===== config.mk =====
export PLATFORM = sky130hd
export DESIGN_NAME = sram_arbiter
export DESIGN_NICKNAME = d
export VERILOG_FILES = /design/src/rtl/sram_arbiter.sv
export SDC_FILE = /design/constraint.sdc
export NUM_CORES = 1
export LEC_CHECK = 0
export ABC_AREA = 1
export ABC_CLOCK_PERIOD_IN_PS = 3000
export CAP_MARGIN = 10
export CORE_MARGIN = 3
export CORE_UTILIZATION = 35
export CTS_BUF_LIST = sky130_fd_sc_hd__clkbuf_16
export DETAILED_ROUTE_END_ITERATION = 10
export DONT_BUFFER_PORTS = 1
export GPL_TIMING_DRIVEN = 0
export SLEW_MARGIN = 20
export SYNTH_ARGS = -nofsm -noshare
export SYNTH_HDL_FRONTEND = slang
export SYNTH_SLANG_ARGS = --single-unit

===== constraint.sdc =====
create_clock -name Clock -period 3 [get_ports Clock]
set_clock_uncertainty 0.1 [all_clocks]
set_input_delay 0 -clock Clock [delete_from_list [all_inputs] [get_ports Clock]]
set_output_delay 0 -clock Clock [all_outputs]
set_load 0.02 [all_outputs]

===== src/rtl/sram_arbiter.sv =====
// sram_arbiter: three-client arbiter in front of a single-port SRAM controller.
//
// Clients: VGA (read-only, strict top priority), UART (write-only) and AUX (read or write).
// Ownership is registered: a request seen in cycle N is granted no earlier than cycle N+1.
// An access goes to the SRAM only while the owner's request is still high. Each issued read
// pushes a tag through a READ_LATENCY-deep pipe so read data can be attributed to its client.
//
// Build option: define SRAM_ARB_ROUND_ROBIN_EN to alternate UART/AUX when both are pending at
// a decision point (UART wins first after reset). Default is fixed VGA > UART > AUX.
//
// Ports:
//   Clock, Reset                     rising-edge clock, synchronous active-high reset
//   VGA_req / VGA_address            VGA read request
//   UART_req / UART_address / _data  UART write request
//   AUX_req / AUX_we_n / AUX_*       auxiliary request, AUX_we_n=1 read, 0 write
//   *_grant                          client owns the SRAM this cycle
//   VGA_data_valid / AUX_data_valid  SRAM_read_data belongs to this client this cycle
//   SRAM_address/_write_data/_we_n   access to the SRAM controller (idle: 0 / 0 / 1)
//   SRAM_read_data                   read data from the controller, consumed by the clients
module sram_arbiter #(
    parameter int unsigned READ_LATENCY = 2
) (
    input  logic        Clock,
    input  logic        Reset,
    input  logic        VGA_req,
    input  logic [17:0] VGA_address,
    input  logic        UART_req,
    input  logic [17:0] UART_address,
    input  logic [15:0] UART_write_data,
    input  logic        AUX_req,
    input  logic        AUX_we_n,
    input  logic [17:0] AUX_address,
    input  logic [15:0] AUX_write_data,
    output logic        VGA_grant,
    output logic        UART_grant,
    output logic        AUX_grant,
    output logic        VGA_data_valid,
    output logic        AUX_data_valid,
    output logic [17:0] SRAM_address,
    output logic [15:0] SRAM_write_data,
    output logic        SRAM_we_n,
    input  logic [15:0] SRAM_read_data
);

    typedef enum logic [1:0] {
        S_ARB_IDLE,
        S_ARB_VGA,
        S_ARB_UART,
        S_ARB_AUX
    } arb_state_e;

    localparam logic [1:0] TagNone = 2'd0;
    localparam logic [1:0] TagVga  = 2'd1;
    localparam logic [1:0] TagAux  = 2'd2;

    arb_state_e state_q, state_d;
    logic [READ_LATENCY-1:0][1:0] tag_q;
    logic [1:0] push_tag;
    logic       owner_keeps;
    arb_state_e pick;

    // Read data is consumed by the clients directly; the arbiter only tags it.
    logic unused_read_data;
    assign unused_read_data = ^SRAM_read_data;

`ifdef SRAM_ARB_ROUND_ROBIN_EN
    // Set when AUX won the most recent UART/AUX decision; resets to AUX so UART goes first.
    logic last_aux_q, last_aux_d;

    always_comb begin
        last_aux_d = last_aux_q;
        if (state_d != state_q) begin
            if (state_d == S_ARB_UART) last_aux_d = 1'b0;
            if (state_d == S_ARB_AUX)  last_aux_d = 1'b1;
        end
    end

    always_ff @(posedge Clock) begin
        if (Reset) last_aux_q <= 1'b1;
        else       last_aux_q <= last_aux_d;
    end
`endif

    // Next owner among UART/AUX when the bus is up for grabs.
    always_comb begin
        pick = S_ARB_IDLE;
        if (UART_req && AUX_req) begin
`ifdef SRAM_ARB_ROUND_ROBIN_EN
            pick = last_aux_q ? S_ARB_UART : S_ARB_AUX;
`else
            pick = S_ARB_UART;
`endif
        end else if (UART_req) begin
            pick = S_ARB_UART;
        end else if (AUX_req) begin
            pick = S_ARB_AUX;
        end
    end

    always_comb begin
        state_d     = state_q;
        owner_keeps = 1'b0;
        case (state_q)
            S_ARB_UART: owner_keeps = UART_req;
            S_ARB_AUX:  owner_keeps = AUX_req;
            default:    owner_keeps = 1'b0;
        endcase
        if (VGA_req)          state_d = S_ARB_VGA;
        else if (!owner_keeps) state_d = pick;
    end

    // Grants decode the owner; an access is issued only while the owner still requests.
    always_comb begin
        VGA_grant       = 1'b0;
        UART_grant      = 1'b0;
        AUX_grant       = 1'b0;
        SRAM_address    = '0;
        SRAM_write_data = '0;
        SRAM_we_n       = 1'b1;
        push_tag        = TagNone;
        unique case (state_q)
            S_ARB_VGA: begin
                VGA_grant = 1'b1;
                if (VGA_req) begin
                    SRAM_address = VGA_address;
                    push_tag     = TagVga;
                end
            end
            S_ARB_UART: begin
                UART_grant = 1'b1;
                if (UART_req) begin
                    SRAM_address    = UART_address;
                    SRAM_write_data = UART_write_data;
                    SRAM_we_n       = 1'b0;
                end
            end
            S_ARB_AUX: begin
                AUX_grant = 1'b1;
                if (AUX_req) begin
                    SRAM_address = AUX_address;
                    SRAM_we_n    = AUX_we_n;
                    if (AUX_we_n) push_tag        = TagAux;
                    else          SRAM_write_data = AUX_write_data;
                end
            end
            default: ;
        endcase
    end

    always_ff @(posedge Clock) begin
        if (Reset) begin
            state_q <= S_ARB_IDLE;
            tag_q   <= '0;
        end else begin
            state_q  <= state_d;
            tag_q[0] <= push_tag;
            for (int i = 1; i < int'(READ_LATENCY); i++) begin
                tag_q[i] <= tag_q[i-1];
            end
        end
    end

    assign VGA_data_valid = (tag_q[READ_LATENCY-1] == TagVga);
    assign AUX_data_valid = (tag_q[READ_LATENCY-1] == TagAux);

endmodule

# Word-level counts from Yosys, hierarchy flattened

Cells that the tools add are included.

Add/subtract/negate cells: 0
$mul: 0
Divide/modulo/power cells: 0
Magnitude comparators: 0
Equal/unequal tests: 6
Shift operators: 0
Mux-type cells: 24
Bitwise gates (word level): 0
Reduce and logical (&&, ||, !) cells: 2

Operators with widths:

| operator           | count |
|---|---|
| $mux 18            | 3 |
| $pmux 18 s3        | 1 |
| $mux 16            | 3 |
| $pmux 16 s2        | 1 |
| $mux 2             | 5 |
| $mux 1             | 8 |
| $eq 2x2->1 const B | 3 |
| $eq 2x1->1 const B | 2 |
| $pmux 1 s2         | 2 |
| $pmux 2 s2         | 1 |
| $ne 2x2->1 const B | 1 |
| $reduce_or 2->1    | 1 |
| $logic_and 1x1->1  | 1 |

Flip-flop bits (word level): 6
Latch bits: 0
Memory bits (writable): 0
ROM bits: 0
Input bits: 108
Memories: 0

# Depth between registers and ports, before layout

Gate-level depths: netlist (run 1).

Depth after elaboration: 5
Gate-level depth with buffers: 7
Gate-level depth less buffers: 5

# Worst setup path after synthesis (run 1)

Ideal clock, no wire load.

Kind: register to output
From: register state_q[0]
To: output port SRAM_we_n
Arrival time: 1066 ps
Path slack: 1834 ps
Cell stages (with the launch flop): 7
Buffers on the path: 2
Path through: dfxtp_1 > buf_6 > inv_4 > nand2_4 > nor2_8 > buf_6 > a21oi_1

Word-level cells in the longest chain between the ends: 2

Ends and longest elaborated chain:

| what                     | RTL line | source |
|---|---|---|
| start: declaration       | 56       | `arb_state_e state_q, state_d;` |
| start signal: assignment | 155      | `state_q <= state_d;` |
| $eq 2x2->1               | 121      | `unique case (state_q)` |
| $pmux 1 s2 (*)           | 121      |  |
| end: declaration         | 41       | `output logic SRAM_we_n,` |

Every way passes the cells marked *; elsewhere a longest branch is shown, timed or not.

# Final worst setup path (run 1)

From: register state_q[1]
To: register tag_q[1] (netlist bit)

Word-level cells in the longest chain between the ends: 2

Ends and longest elaborated chain:

| what                                            | RTL line | source |
|---|---|---|
| $eq 2x2->1 / $eq 2x1->1 (equally long branches) | 121      |  |
| $pmux 2 s2 (*)                                  | 121      |  |
| end signal: indexed assignment                  | 158      | `tag_q[i] <= tag_q[i-1];` |
| end: declaration                                | 57       | `logic [READ_LATENCY-1:0][1:0] tag_q;` |

Marks and branches as above.
A chain may end at the register's enable or synchronous reset.

==> results of run 1 <==
-- kinds of logic (layout without fill, tap and decap cells) --
| logic type | Yosys count | count (layout) | share of synthesized area |
|---|---|---|---|
| AND/OR/NAND/NOR | 139 | 139 | 0.691 |
| buffers and inverters | 31 | 37 | 0.189 |
| flip-flops | 6 | 6 | 0.115 |
| AO/OA/AOI/OAI | 1 | 1 | 0.00478 |
-- worst max-delay path, delay by kind of cell (launching register included) --
family / cells / cell delay (ns)
buffers and inverters: 3 / 0.86
AND/OR/NAND/NOR: 4 / 0.34
flip-flops: 1 / 0.32
-- layer usage --
layer | track usage | vias up | wire length (um)
met1 | 0.208 | 557 | 1250
met2 | 0.301 | 108 | 1820
met5 | 0 | - | 0
li1 | - | 636 | -
met3 | 0.0404 | 2 | 462
met4 | 0.0248 | 0 | 13
-- power by group --
group	leakage, uW	internal, uW	switching, uW
clock network	0.0000370	171	42.1
logic	0.000502	33.8	91.7
registers	0.0000490	82.8	0.989
total	0.000588	287	135
-- what timing repair did --
| action | 4_1_cts | 5_1_grt |
|---|---|---|
| setup buffers | 0 | 0 |
| setup endpoints to repair | 0 | 0 |
| hold buffers | 3 | 0 |
| hold endpoints to repair | 6 | 0 |
| gates resized for setup | 0 | 0 |
-- registers in the layout, summed over array words and instances (netlist names) --
register	count
tag_q	4
state_q	2
-- cell type report --
class                   instances  share of cell area
flip-flops and latches          6               0.101
repair buffers                  3              0.0252
inverters                      12              0.0400
multi-input cells             140               0.612
plain buffers                  19               0.126
well taps                      31              0.0326
clock buffers                   3              0.0631
-- worst max-delay path by stage --
stage,to,slack (ns)
finish,tag_q[1],1.32
global route,tag_q[1],1.25
CTS,tag_q[1],1.32
detailed placement,SRAM_we_n,1.77
global placement,SRAM_we_n,1.77
floorplan,SRAM_we_n,1.83
-- layout by cell type (no fill, tap or decap) --
master | netlist | final
nand4_1 | 42 | 42
nor2_1 | 8 | 8
inv_2 | 2 | 2
inv_1 | 8 | 8
clkinv_1 | 1 | 1
nor2_2 | 2 | 2
nand3_1 | 34 | 34
nand2_4 | 2 | 2
nor2_8 | 2 | 2
nand2_1 | 48 | 48
nor3_1 | 1 | 1
dfxtp_1 | 6 | 6
buf_6 | 8 | 8
buf_2 | 6 | 6
clkbuf_1 | 2 | 2
clkbuf_16 | 0 | 3
buf_4 | 3 | 3
dlygate4sd3_1 | 0 | 3
a21oi_1 | 1 | 1
inv_4 | 1 | 1
-- metrics by stage --
step                hold slack, ns   util  total power, uW
global route                0.0943  0.424              447
detailed placement         -0.0314  0.387              207
CTS                         0.0407  0.424              426
floorplan                  -0.0331      -              189
finish                      0.0361  0.424              422
global placement           -0.0317  0.387              205
==> summary.txt, run 1 <==
Power and ir drop
  – Maximum VDD drop: 0.000278 V
  – Pwr dens: about 350 nW/um2
  – P_leak: 0.000588 uW

Timing
  – Setup violators final: 0
  – PnR worst setup slack: ~1.3 ns
  – Final-report hold violation count: 0
  – Slew HR: 0.672
  – RSZ-0062 raised after global routing: false
  – Worst Tran Pin Value: approximately 0.49 ns
  – Minimum clock period: 1.68 ns
  – Total negative setup slack: 0 ns
  – Fmax: 0.595 GHz
  – Final Max Slew Viols: 0
  – Post-route clock period utilization: 0.560

GRT
  – GRT Util Overall: 0.168
  – Vias in the first global route: between 1000 and 1500
  – First-pass GRT wire length: 4740 um
  – Overflow after GRT: 0
  – Pin count of the biggest net entering global routing: 11
  – Initial antenna violation count: 0

Critical path
  – Reg2reg path depth: 7
  – R2r startpoint: state_q[1]
  – Crit path largest cell delay: roughly 0.55 ns
  – Worst-path fanout max: 10
  – Worst Path Required: 3.07 ns
  – Critical path's slowest cell: dlygate4sd3_1
  – Crit path arrival time: ~1.8 ns
  – CP dominant cell by count: buf_6
  – Critical Path Start Type: register
  – FF-to-FF setup slack: around 1.3 ns
  – Worst R2R End: tag_q[1]
  – Worst path cell trace: buf_6, nand2_4, nor2_8, buf_6, nand2_1, nor2_2, dlygate4sd3_1
  – Critical path class: reg -> reg
  – Crit. Startpoint: state_q[1]
  – Worst Setup End Kind: register

Layout
  – Ant. Diodes: 0
  – Design Area, Final: 1190 um2
  – Layout Nets: roughly 300
  – Fraction of layout cells with a size suffix above 1: 0.158
  – Area growth syn-to-layout: 13.8%
  – Final cell count without fillers: 214
  – Sequential Area: 120 um2
  – Multi-input logic area: 728 um2
  – Filler Cell Count: just over 300

Synthesis
  – Avg Inst Size Synth: around 6 um2
  – Main area contributors after synthesis: nand4_1 25%, nand2_1 17%, nand3_1 16%
  – Post-synth top flop: dfxtp_1
  – Post-synth EDFFs: 0
  – Yosys cell types: 18
  – Number of synthesized register bits: 6
  – YS warnings: 0
  – Synth area leader: nand4_1
  – Syn nets: between 200 and 300
  – Post-synth top area share: 0.251
  – Seq/Total Area, Yosys: 0.115
  – Post-Syn Area: around 1000 um2
  – Commonest cells post-synth: 48 x nand2_1, 42 x nand4_1, 34 x nand3_1
  – Cells after synthesis: about 180
  – Ys async rst share: 0
  – Most frequent cell after synthesis: nand2_1

Route
  – Vias post-DR: 1303
  – Drt first pass iters: 4
  – Final antenna-violating net count: 0
  – DR vias/cell: between 6 and 7
  – Routed WL: about 3500 um
  – Starting DRT DRC Count: 40
  – WL/cell: about 17 um
  – DRC: 0

Floorplan
  – # IOs: around 150
  – Die width: approximately 60 um
  – Effective utilization at floorplan: 0.373
  – Cell Rows: 19
  – Die Area: 3680 um2
  – Core area: between 2000 and 3000 um2
  – Die Ht: between 60 and 70 um

Worst hold path
  – Hold Path Class: in -> reg
  – Hold EP: state_q[1]
  – Worst Hold Launch: AUX_req
  – Hold depth: 3

Clock tree
  – CTS max path bufs: 2
  – # H-tree levels: 1
  – Sink Count: 6
  – Worst skew pair latency: roughly 0.22 ns
  – Clk root buf: clkbuf_16
  – CTS tree: built
  – CTS buffer count: 3
  – Reg clk slew, reported paths: around 0.03 ns

Placed design
  – Placed Area: ~1100 um2
  – Dpl ws: around 1.8 ns
  – Buffers on Ports: 0
  – Placed insts: between 200 and 250
  – Final Wtd Congestion: between 0.6 and 0.7
  – HPWL after DPL: between 2000 and 3000 um

Status
  – Status: finished, final reports clean

Job
  – Max-Cap Viols: 0
(Power assumes the default switching activity.)
==> run 2: changes to the inputs <==
Settings changed: ABC_CLOCK_PERIOD_IN_PS 3000 to 1500.
Clock period 3 ns to 1.5 ns, I/O delays scaled along.
==> run 2 against run 1 <==
Net effect: utilization grew 1.7 points; sequential power rose by 100%; via count about the same; critical endpoint is now SRAM_address[17]; largest power group unchanged; total power increased by 100%; register-to-register slack worse by 1.0 ns; worst hold slack lost 0.00095 ns; routed wire length increased by 2.7%.
==> summary.txt, run 2 (same netlist as run 1, synthesis figures left out) <==
GRT
  – Vias in the first global route: 1009 (was 1018)
  – First-pass GRT wire length: 4720 um (was 4740 um)
  – Initial antenna violation count: 0 (unchanged)
  – Overflow after GRT: 0 (unchanged)
  – GRT Util Overall: 0.168 (about the same)
  – Pin count of the biggest net entering global routing: 11 (unchanged)

Route
  – Vias post-DR: 1304 (was 1303)
  – Starting DRT DRC Count: 31 (was 40)
  – WL/cell: 17.0 um (was 16.6 um)
  – Drt first pass iters: 4 (unchanged)
  – DR vias/cell: 6.09 (about the same)
  – Routed WL: 3640 um (was 3540 um)
  – DRC: 0 (unchanged)
  – Final antenna-violating net count: 0 (unchanged)

Clock tree
  – # H-tree levels: 1 (unchanged)
  – Reg clk slew, reported paths: 0.03 ns (about the same)
  – CTS buffer count: 3 (unchanged)
  – Clk root buf: clkbuf_16 (unchanged)
  – Worst skew pair latency: 0.22 ns (about the same)
  – CTS max path bufs: 2 (unchanged)
  – Sink Count: 6 (unchanged)
  – CTS tree: built (unchanged)
  – Post-CTS Setup Bufs: 0 (unchanged)

Worst hold path
  – Hold depth: 3 (unchanged)
  – Worst Hold Launch: AUX_req (unchanged)
  – Hold Path Class: in -> reg (unchanged)
  – Hold EP: state_q[1] (unchanged)

Layout
  – Area growth syn-to-layout: 18.4% (was 13.8%)
  – Top reg by flops: tag_q (unchanged)
  – Layout Nets: 293 (unchanged)
  – Max reg flops: 4 (unchanged)
  – Fraction of layout cells with a size suffix above 1: 0.230 (was 0.158)
  – Largest regs: tag_q x4, state_q x2 (unchanged)
  – Design Area, Final: 1240 um2 (was 1190 um2)
  – Most frequent cells in the layout: 42 x nand2_1, 42 x nand4_1, 28 x nand3_1 (was 48 x nand2_1, 42 x nand4_1, 34 x nand3_1)
  – Ant. Diodes: 0 (unchanged)

Job
  – Max-Cap Viols: 0 (unchanged)

Critical path
  – Worst-path fanout max: 10 (unchanged)
  – Reg2reg path depth: 6 (was 7)
  – Worst R2R End: tag_q[0] (was tag_q[1])
  – FF-to-FF setup slack: 0.29 ns (was 1.32 ns)
  – Crit path arrival time: 1.35 ns (was 1.75 ns)
  – R2r startpoint: state_q[0] (was state_q[1])
  – Worst Path Required: 1.40 ns (was 3.07 ns)
  – Critical path class: reg -> out (was reg -> reg)
  – Worst Setup End Kind: primary output (was register)
  – Critical Path Start Type: register (unchanged)

Timing
  – Slew HR: 0.678 (was 0.672)
  – Setup violators final: 0 (unchanged)
  – Final Max Slew Viols: 0 (unchanged)
  – Post-route clock period utilization: 0.964
  – Worst Tran Pin Value: 0.482 ns (was 0.491 ns)
  – Fmax: roughly 0.7 GHz
  – Total negative setup slack: 0 ns (unchanged)
  – Final-report hold violation count: 0 (unchanged)
  – Minimum clock period: about 1.4 ns

Floorplan
  – Die Area: 3680 um2 (unchanged)
  – Core area: 2810 um2 (unchanged)
  – # IOs: 148 (unchanged)
  – Die width: 60.7 um (unchanged)
  – Die Ht: 60.7 um (unchanged)
  – Effective utilization at floorplan: 0.373 (unchanged)
  – Cell Rows: 19 (unchanged)

Power and ir drop
  – Pwr dens: 688 nW/um2 (was 355 nW/um2)
  – P_leak: 0.000622 uW (was 0.000588 uW)
  – Maximum VDD drop: 0.000560 V (was 0.000278 V)

Placed design
  – HPWL after DPL: 2900 um (unchanged)
  – Buffers on Ports: 0 (unchanged)
  – Placed Area: 1080 um2 (unchanged)
  – Final Wtd Congestion: 0.689 (unchanged)

Status
  – Status: finished, final reports clean (unchanged)
run 2: cell counts in the layout (fill, tap and decap cells not counted):
Identical to the previous run, type by type.
run 2: metal layers:
| layer | vias up | track usage | wire length [um] |
|---|---|---|---|
| li1 | 638 | - | - |
| met1 | 565 | 0.211 | 1330 |
| met2 | 99 | 0.298 | 1880 |
| met3 | 2 | 0.0383 | 419 |
| met4 | 0 | 0.0248 | 12 |
| met5 | - | 0 | 0 |
run 2: worst max path at each step:
stage               startpoint  cells after the start                to  slack [ns]
CTS                 state_q[0]                      6         SRAM_we_n        0.03
floorplan           state_q[0]                      6         SRAM_we_n        0.33
global placement    state_q[0]                      6         SRAM_we_n        0.27
detailed placement  state_q[0]                      6         SRAM_we_n        0.27
finish              state_q[1]                      5  SRAM_address[17]        0.05
global route        state_q[1]                      6  SRAM_address[17]      -0.005
run 2: what timing repair did:
action,CTS,global route
endpoints found under the hold margin,6,0
gates resized for setup,0,13
setup endpoints to repair,0,13
hold buffers,3,0
run 2: final cells by class:
cell class / instances / area (um2)
buffer: 19 / 150
timing repair buffer: 3 / 30.0
clock buffer: 3 / 75.1
sequential: 6 / 120
fill: 304 / 1570
tap: 31 / 38.8
inverter: 12 / 47.5
multi-input combinational: 140 / 777
run 2: per-stage QoR:
stage,utilization,power [uW],instances,setup slack (ns),hold slack (ns)
2_1_floorplan,-,378,177,0.334,-0.0331
3_3_place_gp,0.387,410,208,0.271,-0.0317
3_5_place_dp,0.387,415,208,0.273,-0.0314
4_1_cts,0.424,854,214,0.0294,0.0407
5_1_grt,0.442,902,214,-0.00518,0.0634
6_report,0.442,852,214,0.0536,0.0352
run 2: report_power, final:
| group | total (uW) | switching, uW | internal, uW | leakage (uW) |
|---|---|---|---|---|
| sequential | 168 | 1.98 | 166 | 0.0000490 |
| clock | 425 | 83.6 | 342 | 0.0000370 |
| combinational | 259 | 187 | 72.1 | 0.000536 |
run 2: critical path, stage by stage, from the launching register on:
cell and delay [ns]:
dfxtp_1 0.30, buf_6 0.15, inv_2 0.14, buf_4 0.19
nand4_1 0.10, nand3_1 0.24
